[src/rtl/uart_tx_fifo_if.sv]
`default_nettype none
// ============================================================================
// Module   : uart_tx_fifo_if
// Purpose  : Byte handshake and serial-line status bundle for uart_tx_fifo.
// Revision : 1.0  initial release
// ============================================================================
interface uart_tx_fifo_if #(
    parameter int FIFO_DEPTH = 4
);
    localparam int c_CNT_W = $clog2(FIFO_DEPTH) + 1;

    logic               tx_valid_i;
    logic [7:0]         tx_data_i;
    logic               tx_ready_o;
    logic               tx_o;
    logic               busy_o;
    logic [c_CNT_W-1:0] fifo_cnt_o;

    modport master (
        output tx_valid_i,
        output tx_data_i,
        input  tx_ready_o,
        input  tx_o,
        input  busy_o,
        input  fifo_cnt_o
    );

    modport slave (
        input  tx_valid_i,
        input  tx_data_i,
        output tx_ready_o,
        output tx_o,
        output busy_o,
        output fifo_cnt_o
    );
endinterface
`default_nettype wire

[src/rtl/uart_tx_fifo.sv]
`default_nettype none
// ============================================================================
// Module   : uart_tx_fifo
// Purpose  : Buffered 8N1 UART transmitter, byte FIFO drained back-to-back.
// Revision : 1.0  initial release
// ============================================================================
module uart_tx_fifo #(
    parameter int BIT_DIV    = 868,
    parameter int FIFO_DEPTH = 4,
    parameter int STOP_BITS  = 1
) (
    input  logic          clk_i,
    input  logic          rst_i,
    uart_tx_fifo_if.slave bus
);
    localparam int c_PTR_W = $clog2(FIFO_DEPTH);
    localparam int c_CNT_W = $clog2(FIFO_DEPTH) + 1;
    localparam int c_DIV_W = $clog2(BIT_DIV);

    localparam logic [c_DIV_W-1:0] c_DIV_LAST  = c_DIV_W'(BIT_DIV - 1);
    localparam logic [c_CNT_W-1:0] c_DEPTH     = c_CNT_W'(FIFO_DEPTH);
    localparam logic [2:0]         c_STOP_LAST = 3'(STOP_BITS - 1);

    typedef enum logic [1:0] {
        S_IDLE  = 2'd0,
        S_START = 2'd1,
        S_DATA  = 2'd2,
        S_STOP  = 2'd3
    } state_t;

    logic [7:0]         r_mem [FIFO_DEPTH];
    logic [c_PTR_W-1:0] r_wr_ptr;
    logic [c_PTR_W-1:0] r_rd_ptr;
    logic [c_CNT_W-1:0] r_cnt;
    state_t             r_state;
    logic [c_DIV_W-1:0] r_div;
    logic [2:0]         r_idx;
    logic [7:0]         r_shift;
    logic               r_tx;

    logic w_ready;
    logic w_push;
    logic w_nonempty;
    logic w_bit_end;
    logic w_frame_end;
    logic w_pop;

    assign w_ready     = (r_cnt < c_DEPTH);
    assign w_push      = bus.tx_valid_i && w_ready;
    assign w_nonempty  = (r_cnt != '0);
    assign w_bit_end   = (r_div == c_DIV_LAST);
    assign w_frame_end = (r_state == S_STOP) && w_bit_end && (r_idx == c_STOP_LAST);
    // Pop either from idle or exactly on the last stop-bit edge, so frames abut.
    assign w_pop       = w_nonempty && ((r_state == S_IDLE) || w_frame_end);

    always_ff @(posedge clk_i) begin
        if (w_push && !rst_i) begin
            r_mem[r_wr_ptr] <= bus.tx_data_i;
        end
    end

    always_ff @(posedge clk_i) begin
        if (rst_i) begin
            r_wr_ptr <= '0;
            r_rd_ptr <= '0;
            r_cnt    <= '0;
        end else begin
            if (w_push) begin
                r_wr_ptr <= r_wr_ptr + c_PTR_W'(1);
            end
            if (w_pop) begin
                r_rd_ptr <= r_rd_ptr + c_PTR_W'(1);
            end
            case ({w_push, w_pop})
                2'b10:   r_cnt <= r_cnt + c_CNT_W'(1);
                2'b01:   r_cnt <= r_cnt - c_CNT_W'(1);
                default: r_cnt <= r_cnt;
            endcase
        end
    end

    always_ff @(posedge clk_i) begin
        if (rst_i) begin
            r_state <= S_IDLE;
            r_div   <= '0;
            r_idx   <= '0;
            r_shift <= '0;
            r_tx    <= 1'b1;
        end else begin
            case (r_state)
                S_IDLE: begin
                    r_tx <= 1'b1;
                    if (w_pop) begin
                        r_shift <= r_mem[r_rd_ptr];
                        r_div   <= '0;
                        r_idx   <= '0;
                        r_tx    <= 1'b0;
                        r_state <= S_START;
                    end
                end
                S_START: begin
                    if (w_bit_end) begin
                        r_div   <= '0;
                        r_idx   <= '0;
                        r_tx    <= r_shift[0];
                        r_state <= S_DATA;
                    end else begin
                        r_div <= r_div + c_DIV_W'(1);
                    end
                end
                S_DATA: begin
                    if (w_bit_end) begin
                        r_div <= '0;
                        if (r_idx == 3'd7) begin
                            r_idx   <= '0;
                            r_tx    <= 1'b1;
                            r_state <= S_STOP;
                        end else begin
                            r_idx <= r_idx + 3'd1;
                            r_tx  <= r_shift[r_idx + 3'd1];
                        end
                    end else begin
                        r_div <= r_div + c_DIV_W'(1);
                    end
                end
                S_STOP: begin
                    if (w_bit_end) begin
                        r_div <= '0;
                        if (r_idx == c_STOP_LAST) begin
                            r_idx <= '0;
                            if (w_pop) begin
                                r_shift <= r_mem[r_rd_ptr];
                                r_tx    <= 1'b0;
                                r_state <= S_START;
                            end else begin
                                r_tx    <= 1'b1;
                                r_state <= S_IDLE;
                            end
                        end else begin
                            r_idx <= r_idx + 3'd1;
                        end
                    end else begin
                        r_div <= r_div + c_DIV_W'(1);
                    end
                end
                default: begin
                    r_tx    <= 1'b1;
                    r_state <= S_IDLE;
                end
            endcase
        end
    end

    assign bus.tx_ready_o = w_ready;
    assign bus.tx_o       = r_tx;
    assign bus.busy_o     = (r_state != S_IDLE) || w_nonempty;
    assign bus.fifo_cnt_o = r_cnt;
endmodule
`default_nettype wire
[src/flat_wrapper.sv]
// flat-port wrapper written by rule: the top's interface ports become plain ports
module uart_tx_fifo_flat 
#(
    parameter int BIT_DIV    = 868,
    parameter int FIFO_DEPTH = 4,
    parameter int STOP_BITS  = 1
)
  (clk_i, rst_i, bus_tx_valid_i, bus_tx_data_i, bus_tx_ready_o, bus_tx_o, bus_busy_o, bus_fifo_cnt_o);
  uart_tx_fifo_if #(.FIFO_DEPTH(FIFO_DEPTH)) bus_i ();
  input  logic clk_i;
  input  logic rst_i;
  input wire logic [$bits(bus_i.tx_valid_i)-1:0] bus_tx_valid_i;
  input wire logic [$bits(bus_i.tx_data_i)-1:0] bus_tx_data_i;
  output wire logic [$bits(bus_i.tx_ready_o)-1:0] bus_tx_ready_o;
  output wire logic [$bits(bus_i.tx_o)-1:0] bus_tx_o;
  output wire logic [$bits(bus_i.busy_o)-1:0] bus_busy_o;
  output wire logic [$bits(bus_i.fifo_cnt_o)-1:0] bus_fifo_cnt_o;
  assign bus_i.tx_valid_i = bus_tx_valid_i;
  assign bus_i.tx_data_i = bus_tx_data_i;
  assign bus_tx_ready_o = bus_i.tx_ready_o;
  assign bus_tx_o = bus_i.tx_o;
  assign bus_busy_o = bus_i.busy_o;
  assign bus_fifo_cnt_o = bus_i.fifo_cnt_o;
  uart_tx_fifo #(.BIT_DIV(BIT_DIV), .FIFO_DEPTH(FIFO_DEPTH), .STOP_BITS(STOP_BITS)) u_core (.clk_i(clk_i), .rst_i(rst_i), .bus(bus_i));
endmodule
[config.mk]
export PLATFORM = sky130hd
export DESIGN_NAME = uart_tx_fifo_flat
export DESIGN_NICKNAME = d
export VERILOG_FILES = /design/src/rtl/uart_tx_fifo_if.sv /design/src/rtl/uart_tx_fifo.sv /design/src/flat_wrapper.sv
export SDC_FILE = /design/constraint.sdc
export NUM_CORES = 1
export LEC_CHECK = 0
export ABC_AREA = 1
export CORE_MARGIN = 1
export CORE_UTILIZATION = 54
export DETAILED_ROUTE_END_ITERATION = 12
export GPL_TIMING_DRIVEN = 1
export HOLD_SLACK_MARGIN = 0.08
export PLACE_DENSITY = 0.73
export SLEW_MARGIN = 40
export SYNTH_ARGS = -nofsm -noshare
export SYNTH_HDL_FRONTEND = slang
export SYNTH_SLANG_ARGS = --single-unit
[constraint.sdc]
create_clock -name clk_i -period 3.6 [get_ports clk_i]
set_input_delay 0.36 -clock clk_i [delete_from_list [all_inputs] [get_ports clk_i]]
set_output_delay 0.36 -clock clk_i [all_outputs]
set_load 0.03 [all_outputs]
==> impl_summary.txt <==
----------------------------------------------------
[Critical path]
  Reg2reg start ... u_core.r_idx[0]$_SDFFE_PP0P_
  Depth of the most critical reg-to-reg path ... 15
  CP Data Arrival Time ... 2.21 ns
  Crit path launch type ... flop
  Largest stage delay on the critical path ... 0.77 ns
  Worst Path Required ... 3.24 ns
  Critical Path Fanout Max ... 12
  Setup slack of the most critical reg-to-reg path ... 1.16 ns
  Master of the slowest instance on the critical path ... sky130_fd_sc_hd__clkdlybuf4s50_1
  FF-to-FF End ... u_core.bus.fifo_cnt_o[2]$_SDFFE_PP0P_
  Crit path cell chain ... inv_1 > ha_1 > nand4_1 > clkdlybuf4s50_1
  Type of the worst setup path ... reg -> out
  CP Capture Type ... primary output

[Power]
  Pwr Total ... 2.551 mW
  Part of the total power dissipated in the clock network ... 0.230
  Switching Fraction ... 0.3891
  Logic gate share of total power ... 0.380
  Leakage power total ... 1.414 nW
  Internal power component ... 1.558 mW
  Reported net switching power ... 0.9926 mW
  Cell area power density ... 731.6 nW/um^2
  Worst vdd ir ... 0.0005834 V
  Part of the total power dissipated in sequential elements ... 0.390

[Clock network]
  Number of buffers inserted by post-CTS setup repair ... 0
  CTS Root Buffer Type ... sky130_fd_sc_hd__clkbuf_8
  Clock insertion delay at the later pin of the skew report ... 0.33 ns
  # resized after CTS ... 0
  TritonCTS clock tree ... yes
  Number of clock sinks ... 65
  Maximum level of the CTS H-tree ... 3
  Maximum clock path buffer count ... 2
  Clock edge transition at the registers on the reported setup and hold paths ... 0.07 ns
  Hold buffer count at CTS ... 0
  TritonCTS buffer count ... 9

[Synth]
  Fraction of registers with async set or reset after synthesis ... 0
  Netlist cell types ... 33
  Number of flip-flops and latches in the synthesized netlist ... 65
  Top-area cell type share of the netlist area ... 0.3118
  Synthesized netlist cell count ... 347
  Leading area contributor after synthesis ... sky130_fd_sc_hd__edfxtp_1
  Area of the mapped netlist ... 3082 sq um
  Number of nets produced by synthesis ... 373
  Total of warnings raised by yosys ... 0
  Seq/Total Area, Yosys ... 0.5262
  Ranking of synthesized cells by area ... sky130_fd_sc_hd__edfxtp_1 31%, sky130_fd_sc_hd__dfxtp_1 21%, sky130_fd_sc_hd__inv_1 6.9%
  Number of enable-type register cells in the synthesized netlist ... 32
  Commonest register cell after synthesis ... sky130_fd_sc_hd__dfxtp_1
  Syn Area/Cell ... 8.881 sq um

[GRT]
  Maximum number of pins on one net before global-route repair ... 18
  Global-route wire length before repair ... 9432 microns
  Leftover overflow at the end of global routing ... 0
  Number of global-route vias before repair ... 2,174
  Number of antenna violations at the first check in global routing ... 0
  Aggregate global-route resource usage ... 0.2041

[Hold path]
  Capture endpoint of the worst hold path ... u_core.bus.tx_o$_SDFFE_PP1P_
  Path category of the worst min-delay check ... reg -> reg
  Worst Hold Depth ... 2
  Startpoint of the tightest hold check path ... u_core.bus.tx_o$_SDFFE_PP1P_

[Die]
  IO Count ... 17
  Die height ... 77.55 microns
  Total core area ... 5507 sq um
  DIE AREA ... 6013 sq um
  Initial core utilization ... 0.5596
  Number of rows in the core area ... 27
  Die Wd ... 77.55 microns

[Placed design]
  Final Wtd Congestion ... 0.8674
  Post-place instance area ... 3298 sq um
  Post-placement worst setup slack ... 1.181 ns
  Placed cells ... 430
  Number of input and output port buffers inserted ... 16
  Total half-perimeter wirelength after legalization and detailed placement ... 3896 microns

[STA]
  Setup clock skew after layout ... 0.007185 ns
  Pins Over Slew Limit ... 0
  Final Worst Setup Slack ... 1.026 ns
  Maximum frequency from static timing analysis ... 0.3885 GHz
  RSZ-0062 raised after global routing ... false
  Fin Setup TNS ... 0 ns
  Pin slew with the least headroom to its limit ... 0.8166 ns
  Ratio of final minimum period to clock period ... 0.7150
  Period minus WS final ... 2.574 ns
  Final-report hold violation count ... 0
  Final setup violating endpoints ... 0
  Worst hold margin ... 0.4814 ns
  Worst-case headroom to the max-slew limit ... 0.4536

[Detailed routing]
  Total iterations of the first detailed-routing run ... 4
  DRT antenna net count ... 0
  Number of DRC violations after detailed routing ... 0
  Average via count per standard cell ... 5.123
  Routed len/inst ... 12.35 microns
  Final wirelength ... 5510 microns
  Number of violations reported at the end of detailed-routing iteration 0 ... 99
  Via count ... 2,285

[Layout]
  Synthesis-to-layout area growth ... 13.15%
  Share of layout cells above drive strength 1 ... 0.1043
  Most used cells in the layout excluding fill and tap cells ... 57 x sky130_fd_sc_hd__inv_1, 55 x sky130_fd_sc_hd__nand2_1, 39 x sky130_fd_sc_hd__nor2_1
  End-of-flow core utilization ... 0.6333
  Antenna cells ... 0
  Most common library cell in the layout ignoring fill and taps ... sky130_fd_sc_hd__inv_1
  Final #Nets ... 395
  Post-Layout Inst Area ... 3487 sq um
  Post-route non-filler standard cell count ... 446

[Run status]
  Status ... finished clean

[Run]
  MaxCap Viol Count ... 0

----------------------------------------------------
-- how the worst max path moves through the flow --
stage                                           from                                    end  cells after the start
6_report              u_core.r_state[0]$_SDFFE_PP0P_                             bus_busy_o                      4
3_3_place_gp            u_core.r_idx[0]$_SDFFE_PP0P_  u_core.bus.fifo_cnt_o[2]$_SDFFE_PP0P_                     15
5_1_grt                 u_core.r_idx[0]$_SDFFE_PP0P_  u_core.bus.fifo_cnt_o[2]$_SDFFE_PP0P_                     15
4_1_cts               u_core.r_state[0]$_SDFFE_PP0P_                             bus_busy_o                      4
2_1_floorplan  u_core.bus.fifo_cnt_o[2]$_SDFFE_PP0P_  u_core.bus.fifo_cnt_o[2]$_SDFFE_PP0P_                     11
3_5_place_dp            u_core.r_idx[0]$_SDFFE_PP0P_  u_core.bus.fifo_cnt_o[2]$_SDFFE_PP0P_                     15
-- area by class of cell --
| type | count | area (sq um) |
|---|---|---|
| clock inverter | 6 | 58.81 |
| clock buffer | 10 | 127.6 |
| timing repair buffer | 17 | 167.7 |
| sequential | 65 | 1622 |
| tap | 72 | 90.09 |
| multi-input combinational | 214 | 1186 |
| inverter | 62 | 235.2 |
| fill | 457 | 2019 |
-- registers in the layout, summed over array words and instances, names as in the netlist, named ones only --
| signal | count |
|---|---|
| u_core.r_wr_ptr | 2 |
| u_core.bus.tx_o | 1 |
| u_core.r_state | 2 |
| u_core.r_idx | 3 |
| u_core.r_shift | 8 |
| u_core.r_div | 10 |
| u_core.bus.fifo_cnt_o | 3 |
| u_core.r_rd_ptr | 2 |
| u_core.r_mem | 32 |
-- worst max-delay path: cells and delay by family, from the launching register on --
family / cells / cell delay (ns)
and+or+nand+nor: 1 / 0.38
adders and majority gates: 1 / 0.23
DFF: 1 / 0.40
buffers and inverters: 2 / 0.88
-- power groups by stage --
stage / clock network, mW / registers, mW / logic (mW)
after detailed placement: 0 / 1.01 / 0.969
after floorplan: 0 / 0.997 / 0.767
after global routing: 0.627 / 1.02 / 1.11
after global placement: 0 / 1.01 / 0.957
final: 0.587 / 0.995 / 0.969
after CTS: 0.595 / 0.997 / 0.978
-- cell families (layout without fill, tap and decap cells) --
logic type / Yosys count / count (layout) / share of synthesized area
AO/OA/AOI/OAI: 62 / 62 / 0.1133
XOR/XNOR: 2 / 2 / 0.005685
adder cells (fa/ha/maj): 15 / 15 / 0.06334
buffers and inverters: 68 / 95 / 0.08973
flip-flops: 65 / 65 / 0.5262
AND/OR/NAND/NOR: 135 / 135 / 0.2018
-- metal layers --
metal  vias to the layer above  part of all wire  global-route usage
met5                         -                 0                   0
met4                         0             0.021              0.1113
met3                        11             0.032             0.03529
met2                        36              0.46              0.3257
met1                      1058              0.49              0.2636
li1                       1180                 -                   -
-- cell usage after synthesis (2+ instances only) --
library cell	n
sky130_fd_sc_hd__inv_1	57
sky130_fd_sc_hd__nand2_1	55
sky130_fd_sc_hd__nor2_1	40
sky130_fd_sc_hd__dfxtp_1	33
sky130_fd_sc_hd__edfxtp_1	32
sky130_fd_sc_hd__a21oi_1	27
sky130_fd_sc_hd__o21ai_0	23
sky130_fd_sc_hd__ha_1	14
sky130_fd_sc_hd__nand3_1	11
sky130_fd_sc_hd__nor2_2	11
sky130_fd_sc_hd__o32ai_1	8
sky130_fd_sc_hd__nor3_1	4
sky130_fd_sc_hd__inv_2	3
sky130_fd_sc_hd__nand2_2	3
sky130_fd_sc_hd__nand4_1	3
sky130_fd_sc_hd__a211oi_1	2
sky130_fd_sc_hd__buf_2	2
sky130_fd_sc_hd__buf_4	2
sky130_fd_sc_hd__nand2_4	2
sky130_fd_sc_hd__xor2_1	2
Power figures use the tool's default switching activity.
